`config.mk`:
```
export PLATFORM = sky130hd
export DESIGN_NAME = div_iter_unit_flat
export DESIGN_NICKNAME = d
export VERILOG_FILES = /design/src/rtl/div_iter_unit_if.sv /design/src/rtl/div_iter_unit.sv /design/src/flat_wrapper.sv
export SDC_FILE = /design/constraint.sdc
export NUM_CORES = 1
export LEC_CHECK = 0
export ABC_AREA = 1
export ABC_CLOCK_PERIOD_IN_PS = 5500
export CORE_MARGIN = 3
export CORE_UTILIZATION = 53
export DETAILED_ROUTE_END_ITERATION = 10
export PLACE_DENSITY = 0.71
export SETUP_SLACK_MARGIN = 0.2
export SLEW_MARGIN = 20
export SYNTH_ARGS = -nofsm -noshare
export SYNTH_HDL_FRONTEND = slang
export SYNTH_SLANG_ARGS = --single-unit
```
`constraint.sdc`:
```
create_clock -name clk -period 5.5 [get_ports clk]
set_input_delay 0.55 -clock clk [delete_from_list [all_inputs] [get_ports clk]]
set_output_delay 0.55 -clock clk [all_outputs]
set_load 0.005 [all_outputs]
```
`src/rtl/div_iter_unit_if.sv`:
```
// Request/response bundle between the execute stage and the iterative divider.
// The pipeline side is the master; the divider is the slave.
interface div_iter_unit_if #(
    parameter int XLEN = 32
);
    logic            req_valid;
    logic            req_ready;
    logic [1:0]      req_op;
    logic [XLEN-1:0] req_a;
    logic [XLEN-1:0] req_b;
    logic            flush;
    logic            rsp_valid;
    logic            rsp_ready;
    logic [XLEN-1:0] rsp_result;
    logic            busy;

    modport master (
        output req_valid, req_op, req_a, req_b, flush, rsp_ready,
        input  req_ready, rsp_valid, rsp_result, busy
    );

    modport slave (
        input  req_valid, req_op, req_a, req_b, flush, rsp_ready,
        output req_ready, rsp_valid, rsp_result, busy
    );
endinterface

```
`src/rtl/div_iter_unit.sv`:
```
// Radix-2 restoring divider for RV32M DIV/DIVU/REM/REMU: one quotient bit per
// cycle, with divide-by-zero and signed overflow resolved at acceptance.
module div_iter_unit #(
    parameter int XLEN = 32
) (
    input logic          clk,
    input logic          rst_n,
    div_iter_unit_if.slave bus
);
    localparam int CW = $clog2(XLEN);

    localparam logic [1:0] S_IDLE = 2'd0;
    localparam logic [1:0] S_CALC = 2'd1;
    localparam logic [1:0] S_DONE = 2'd2;

    localparam logic [XLEN-1:0] INT_MIN = {1'b1, {(XLEN-1){1'b0}}};

    logic [1:0]      state;
    logic [1:0]      op;
    logic [CW-1:0]   cnt;
    logic [XLEN-1:0] quo;
    logic [XLEN-1:0] dvs;
    logic [XLEN:0]   rem;
    logic            neg_q;
    logic            neg_r;

    // acceptance-side decode
    logic            is_signed;
    logic            a_neg;
    logic            b_neg;
    logic [XLEN-1:0] a_mag;
    logic [XLEN-1:0] b_mag;
    logic            div_zero;
    logic            ovf;
    logic            accept;

    always_comb begin
        is_signed = ~bus.req_op[0];
        a_neg     = is_signed & bus.req_a[XLEN-1];
        b_neg     = is_signed & bus.req_b[XLEN-1];
        a_mag     = a_neg ? -bus.req_a : bus.req_a;
        b_mag     = b_neg ? -bus.req_b : bus.req_b;
        div_zero  = (bus.req_b == '0);
        ovf       = is_signed && (bus.req_a == INT_MIN) && (bus.req_b == '1);
        accept    = bus.req_valid && (state == S_IDLE) && !bus.flush;
    end

    // one restoring step: rem is XLEN+1 wide so the trial subtract cannot wrap
    logic [XLEN:0] shifted;
    logic [XLEN:0] diff;
    logic          fits;

    always_comb begin
        shifted = {rem[XLEN-1:0], quo[XLEN-1]};
        diff    = shifted - {1'b0, dvs};
        fits    = ~diff[XLEN];
    end

    // result select and sign fix-up; fast-path entries leave both flags clear
    logic [XLEN-1:0] sel;
    logic            neg;
    logic [XLEN-1:0] res;

    always_comb begin
        sel = op[1] ? rem[XLEN-1:0] : quo;
        neg = op[1] ? neg_r : neg_q;
        res = neg ? -sel : sel;
    end

    assign bus.req_ready  = (state == S_IDLE);
    assign bus.busy       = (state != S_IDLE);
    assign bus.rsp_valid  = (state == S_DONE);
    assign bus.rsp_result = (state == S_DONE) ? res : '0;

    always_ff @(posedge clk or negedge rst_n) begin
        if (!rst_n) begin
            state <= S_IDLE;
            op    <= '0;
            cnt   <= '0;
            quo   <= '0;
            dvs   <= '0;
            rem   <= '0;
            neg_q <= 1'b0;
            neg_r <= 1'b0;
        end else if (bus.flush) begin
            state <= S_IDLE;
        end else begin
            case (state)
                S_IDLE: begin
                    if (accept) begin
                        op <= bus.req_op;
                        if (div_zero) begin
                            quo   <= '1;
                            rem   <= {1'b0, bus.req_a};
                            dvs   <= '0;
                            neg_q <= 1'b0;
                            neg_r <= 1'b0;
                            state <= S_DONE;
                        end else if (ovf) begin
                            quo   <= INT_MIN;
                            rem   <= '0;
                            dvs   <= '0;
                            neg_q <= 1'b0;
                            neg_r <= 1'b0;
                            state <= S_DONE;
                        end else begin
                            quo   <= a_mag;
                            rem   <= '0;
                            dvs   <= b_mag;
                            neg_q <= a_neg ^ b_neg;
                            neg_r <= a_neg;
                            cnt   <= CW'(XLEN-1);
                            state <= S_CALC;
                        end
                    end
                end
                S_CALC: begin
                    rem <= fits ? diff : shifted;
                    quo <= {quo[XLEN-2:0], fits};
                    if (cnt == '0) state <= S_DONE;
                    else           cnt   <= cnt - 1'b1;
                end
                S_DONE: begin
                    if (bus.rsp_ready) state <= S_IDLE;
                end
                default: state <= S_IDLE;
            endcase
        end
    end
endmodule

```
`src/flat_wrapper.sv`:
```
// flat-port wrapper written by rule: the top's interface ports become plain ports
module div_iter_unit_flat 
#(
    parameter int XLEN = 32
)
  (clk, rst_n, bus_req_valid, bus_req_op, bus_req_a, bus_req_b, bus_flush, bus_rsp_ready, bus_req_ready, bus_rsp_valid, bus_rsp_result, bus_busy);
  div_iter_unit_if #(.XLEN(XLEN)) bus_i ();
  input logic clk;
  input logic rst_n;
  input wire logic [$bits(bus_i.req_valid)-1:0] bus_req_valid;
  input wire logic [$bits(bus_i.req_op)-1:0] bus_req_op;
  input wire logic [$bits(bus_i.req_a)-1:0] bus_req_a;
  input wire logic [$bits(bus_i.req_b)-1:0] bus_req_b;
  input wire logic [$bits(bus_i.flush)-1:0] bus_flush;
  input wire logic [$bits(bus_i.rsp_ready)-1:0] bus_rsp_ready;
  output wire logic [$bits(bus_i.req_ready)-1:0] bus_req_ready;
  output wire logic [$bits(bus_i.rsp_valid)-1:0] bus_rsp_valid;
  output wire logic [$bits(bus_i.rsp_result)-1:0] bus_rsp_result;
  output wire logic [$bits(bus_i.busy)-1:0] bus_busy;
  assign bus_i.req_valid = bus_req_valid;
  assign bus_i.req_op = bus_req_op;
  assign bus_i.req_a = bus_req_a;
  assign bus_i.req_b = bus_req_b;
  assign bus_i.flush = bus_flush;
  assign bus_i.rsp_ready = bus_rsp_ready;
  assign bus_req_ready = bus_i.req_ready;
  assign bus_rsp_valid = bus_i.rsp_valid;
  assign bus_rsp_result = bus_i.rsp_result;
  assign bus_busy = bus_i.busy;
  div_iter_unit #(.XLEN(XLEN)) u_core (.clk(clk), .rst_n(rst_n), .bus(bus_i));
endmodule
```
## After elaboration in Yosys (flattened, before gate mapping)

Index checks and enable logic that the tools add are counted.

| storage, ports and cells | value |
|---|---|
| flip-flop bits (word level) | 107 |
| bits of input ports | 71 |
| output and inout port bits | 35 |
| word-level logic and storage cells | 76 |

| cells by class | value |
|---|---|
| reductions and logical operators | 14 |
| add/subtract/negate cells | 5 |
| equality and inequality tests | 11 |
| bitwise gates (word level) | 6 |
| multiplexer cells | 32 |

Operators with widths:

| operator | number |
|---|---|
| $mux 32 | 13 |
| $pmux 32 s2 | 2 |
| $neg 32->32 | 3 |
| $eq 32x32->1 const B | 2 |
| $sub 33x32->33 | 1 |
| $logic_not 32->1 | 1 |
| $mux 5 | 4 |
| $mux 2 | 6 |
| $pmux 5 s2 | 1 |
| $reduce_and 3->1 | 3 |
| $ne 2x2->1 const B | 3 |
| $ne 3x2->1 const B | 2 |
| $pmux 2 s3 | 1 |
| $reduce_and 6->1 | 1 |
| $logic_not 5->1 | 1 |
| $mux 1 | 5 |
| $sub 5x1->5 const B | 1 |
| $logic_and 1x1->1 | 4 |
| $reduce_bool 2->1 | 2 |
| $ne 3x3->1 const B | 1 |
| $not 1->1 | 3 |
| $and 1x1->1 | 2 |
| $eq 2x1->1 const B | 1 |
| $eq 2x2->1 const B | 1 |
| 4 further kinds | 4 |

## Depth between registers and ports, before layout

| logic depth | value |
|---|---|
| depth in word-level cells | 8 |
| depth in mapped cells | 19 |
| gate-level depth less buffers | 18 |

## Worst setup path after synthesis

No wires, ideal clock.

| path | value |
|---|---|
| kind | register to register |
| start | register u_core.dvs[0] |
| end | register u_core.rem[11] |
| setup slack | 3130 ps |
| path buffers | 1 |
| required time | 5379 ps |
| clock period less this slack | 2370 ps |
| arrival | 2249 ps |
| cell stages (with the launch flop) | 18 |
| setup time | 121 ps |
| cells stage by stage | dfrtp_1 -> ha_1 -> fa_1 -> inv_1 -> nand3_1 -> nand2_1 -> nand2_1 -> nand2_1 -> nand2_1 -> nand2_1 -> nand2_1 -> nand2_1 -> nand2_2 -> nand2_2 -> buf_2 -> nand2_1 -> nand3_1 -> a21oi_1 |

| between the ends | value |
|---|---|
| longest elaborated chain between the ends | 3 |

Ends and longest elaborated chain:

| element | line | source |
|---|---|---|
| start: declaration | div_iter_unit.sv:22 | `logic [XLEN-1:0] dvs;` |
| start signal: assignment | div_iter_unit.sv:109 | `dvs <= b_mag;` |
| $sub 33x32->33 | div_iter_unit.sv:55 | `diff = shifted - {1'b0, dvs};` |
| $mux 32 | div_iter_unit.sv:118 | `rem <= fits ? diff : shifted;` |
| $pmux 32 s2 | div_iter_unit.sv:88 | `case (state)` |
| end signal: assignment | div_iter_unit.sv:94 | `rem <= {1'b0, bus.req_a};` |
| end signal: assignment | div_iter_unit.sv:118 |  |
| end: declaration | div_iter_unit.sv:23 | `logic [XLEN:0] rem;` |

No other way between the ends.
A chain may end at the register's enable or synchronous reset.

## Worst setup path in the final report

| path | value |
|---|---|
| start | register u_core.op[1] |
| end | output bus_rsp_result[24] |

| between the ends | value |
|---|---|
| longest elaborated chain between the ends | 4 |
| elaborated cells on any way between the ends | 5 |
| those cells by class | add/sub: 1; mux: 4 |

Ends and longest elaborated chain:

| element | line | source |
|---|---|---|
| start: declaration | div_iter_unit.sv:19 | `logic [1:0] op;` |
| start signal: assignment | div_iter_unit.sv:91 | `op <= bus.req_op;` |
| $mux 32 | div_iter_unit.sv:65 | `sel = op[1] ? rem[XLEN-1:0] : quo;` |
| $neg 32->32 | div_iter_unit.sv:67 | `res = neg ? -sel : sel;` |
| $mux 32 (*) | div_iter_unit.sv:67 |  |
| $mux 32 (*) | div_iter_unit.sv:73 | `assign bus.rsp_result = (state == S_DONE) ? res : '0;` |
| end: declaration | flat_wrapper.sv:18 | `output wire logic [$bits(bus_i.rsp_result)-1:0] bus_rsp_result;` |

Mark *: on every way between the ends. The rest lies on a longest branch, timed or not.

==> impl_metrics.ini <==
[run_status]
status = finished, final reports clean

[setup_path]
cp.required_ps = 4950
timing.rr.start = u_core.dvs[0]$_DFFE_PN0P_
cp-startpoint = u_core.op[1]$_DFFE_PN0P_
crit_top_cell = nand2_1
cp-start-kind = flip-flop
critical_path.max_fanout = 61
endpoint_kind = primary output
timing_worst_setup_path_type = reg2out
cpMaxStageDelayCell = dfrtp_4
cpPeakStageDelay_ps = 730
path_delay_family = simple AND/OR/NAND/NOR gates
crit_arrival_ps = 3220
worstPathBufferInverterCount = 2
crit_chain = o21ai_0 -> ha_1 -> nand2_1 -> nor2_2 -> nand3_2 -> clkinv_1 -> nand3b_1 -> nand3_1 -> nand2_1 -> nor2_1 -> clkdlybuf4s50_1

[floorplanning]
dieArea_um2 = 23700
fp.dieH_um = 154
core_um2 = 21300
pin_count = 106
rows = 53
fp.dieW_um = 154
initial_core_util_pct = 54.6

[power]
p_per_area_nw_per_um2 = 373
swShare_pct = 53.4
p_int_uw = 2270
power_leakage_uw = 0.00695
seq_power_share_pct = 24.7
p_clk_share_pct = 13.0
peakVddDrop_v = 0.000158
p_comb_share_pct = 62.4
switchingPower_uw = 2600

[synthesis]
synth_commonest_cells = 631 x nand2_1, 372 x inv_1, 226 x nor2_1
synth_area_per_cell_um2 = 5.71
synth_seq_cells = 106
yosysWarnings = 0
synth_area_leaders = dfrtp_1 23%, nand2_1 20%, inv_1 12%
syn-num-nets = 2145
yosysTopAreaCell = dfrtp_1
syn_inst = 2035
ys.flop_type = dfrtp_1
syn_area_um2 = 11600
synth.distinct_cells = 52
yosysMostFrequentCell = nand2_1
synth.top_cell.area_share_pct = 22.8
synthArstFlopShare_pct = 100
yosysSeqAreaShare_pct = 22.8
synth_edf_count = 0

[layout]
drive_above_1_share_pct = 4.17
final_cell_area_um2 = 13100
syn_to_final_growth_pct = 12.5
fillers = 2165
insertedDiodeCount = 0
nNetsFinal = 2213

[placement]
hpwlAfterDp_um = 31900
io_buffers = 105
place_area_um2 = 12800
gp_congestion = 1.01

[sta]
setup_tns_ps = 0
hold_violations = 0
period_minus_slack_ps = 3770
setup_violations = 0
fin_crit_sh_pct = 68.6
rsz0062_at_grt = no
max_freq_mhz = 265
drv_slew = 0
tightestPinTransition_ps = 971
relSlewSlack_pct = 34.9
clock_skew_ps = 16.7

[drt]
wl_per_cell_um = 16.4
routed_wl_um = 39100
drtPass1Iterations = 5
num_vias = 12961
drc = 0
postRouteAntennaNets = 0
vias_per_cell = 5.44
drtIter0Drc = 1348

[clock_tree]
cts_max_level = 3
cts.sinks = 106
root_buffer = clkbuf_16
worstSkewPairLatency_ps = 360
cts_tree = done
path_clk_slew_ps = 80
ctsResizeCount = 0
post_cts_buffers = 0
cts.path.max_buffers = 2
hold_buffers = 0
numCtsBuffers = 9

[global_route]
grt_use_total_pct = 32.1
grt_util_met3_pct = 5.91
grt-busiest-layer = met1
grt_antenna_before_repair = 0
grt_pass1_vias = 11454
use_met2_pct = 46.3
grt_pass1_wl_um = 61000
grt_max_degree = 62
met1_usage_pct = 48.4
grt_overflow = 0

[job]
cap_violations = 0

[worst_hold_path]
min_path_type = in2async
==> path summary, 6_finish.rpt <==
path                       depth (start not counted)  slack, ps                         end
max                                               11       1730          bus_rsp_result[24]
max reg2reg                                       16       2180  u_core.rem[21]$_DFFE_PN0P_
min in group clk                                   2        490   u_core.dvs[5]$_DFFE_PN0P_
min reg2reg                                        2        490   u_core.dvs[5]$_DFFE_PN0P_
max in group asynchronous                          2       3940    u_core.op[1]$_DFFE_PN0P_
min                                                1        210   u_core.quo[3]$_DFFE_PN0P_
==> worst register-to-register path, stage by stage, from the launching register on <==
cell and delay, ps:
dfrtp_1 420, ha_1 290, fa_1 430, inv_1 120
nand3_1 80, nand2_1 180, nand2_1 70, nand2_1 150
nand2_1 70, nand2_1 100, nand2_1 110, nand2_1 100
nand2_2 120, nand2_2 520, nand2_1 210, nand3_1 150
a21oi_1 80
==> final cells by class <==
class	count	area (um2)	area share (%)
inverter	383	1440	11.0
tap	275	344	2.63
sequential	106	2660	20.3
multi-input combinational	1488	7230	55.3
timing repair buffer	115	1120	8.59
clock buffer	11	233	1.78
clock inverter	5	48.8	0.373
==> power by group through the flow <==
| stage | clock network, uW | logic, uW | registers (uW) |
|---|---|---|---|
| after global routing | 672 | 3430 | 1220 |
| after global placement | 0 | 2940 | 1200 |
| final | 633 | 3040 | 1200 |
| after floorplan | 0 | 2230 | 1090 |
| after detailed placement | 0 | 2980 | 1210 |
| after CTS | 636 | 3000 | 1190 |
==> logic make-up after synthesis <==
kind of cell | count (synthesis) | synth area share, %
buffers and inverters | 441 | 15.0
AO/OA/AOI/OAI | 267 | 12.9
AND/OR/NAND/NOR | 1124 | 40.6
flip-flops | 106 | 22.8
adder cells (fa/ha/maj) | 39 | 4.26
XOR/XNOR | 58 | 4.37
==> flip-flops by register name (all words and copies together), names as in the netlist <==
name and count:
u_core.state 2, u_core.cnt 5, u_core.neg_q 1, u_core.neg_r 1, u_core.dvs 32, u_core.rem 32, u_core.op 1, u_core.quo 32
==> stage by stage <==
stage / hold WS [ps] / util, % / power, uW / std cells / setup slack, ps
floorplan: 254 / - / 3320 / 2035 / 3130
global placement: 466 / 60.1 / 4140 / 2367 / 1990
detailed placement: 474 / 60.1 / 4190 / 2367 / 1910
CTS: 243 / 61.4 / 4820 / 2383 / 1540
global route: 249 / 61.4 / 5320 / 2383 / 1520
finish: 215 / 61.4 / 4870 / 2383 / 1730
==> layout by cell type (no fill, tap or decap), types with 2 or more instances in the layout <==
master and instances:
o211ai_1 11, nor2_2 4, nand2_2 13, nand4_1 30, a21oi_1 105, or2_2 6, xor2_1 50, nand3_2 3
nor2_4 4, clkinv_4 3, ha_1 38, a21o_1 2, clkbuf_1 2, nand2_1 631, nand3b_1 5, nor3_1 27
o21ai_1 20, nor3_2 2, clkinv_1 3, o21ai_2 15, nand3_1 159, o31ai_1 7, inv_2 8, o21a_1 6
dfrtp_1 105, inv_8 2, buf_4 11, clkdlybuf4s50_1 104, o21ai_0 89, inv_1 371, nor2_1 225, clkbuf_16 9
nor4_1 6, xnor2_1 8, and2_1 3, a31oi_1 4
==> layer usage <==
layer | wire length, um | up-vias
li1 | - | 6471
met1 | 17800 | 5852
met2 | 16300 | 577
met3 | 3910 | 61
met4 | 1160 | 0
met5 | 0 | -
No activity file was read; power rests on OpenSTA's default activity.
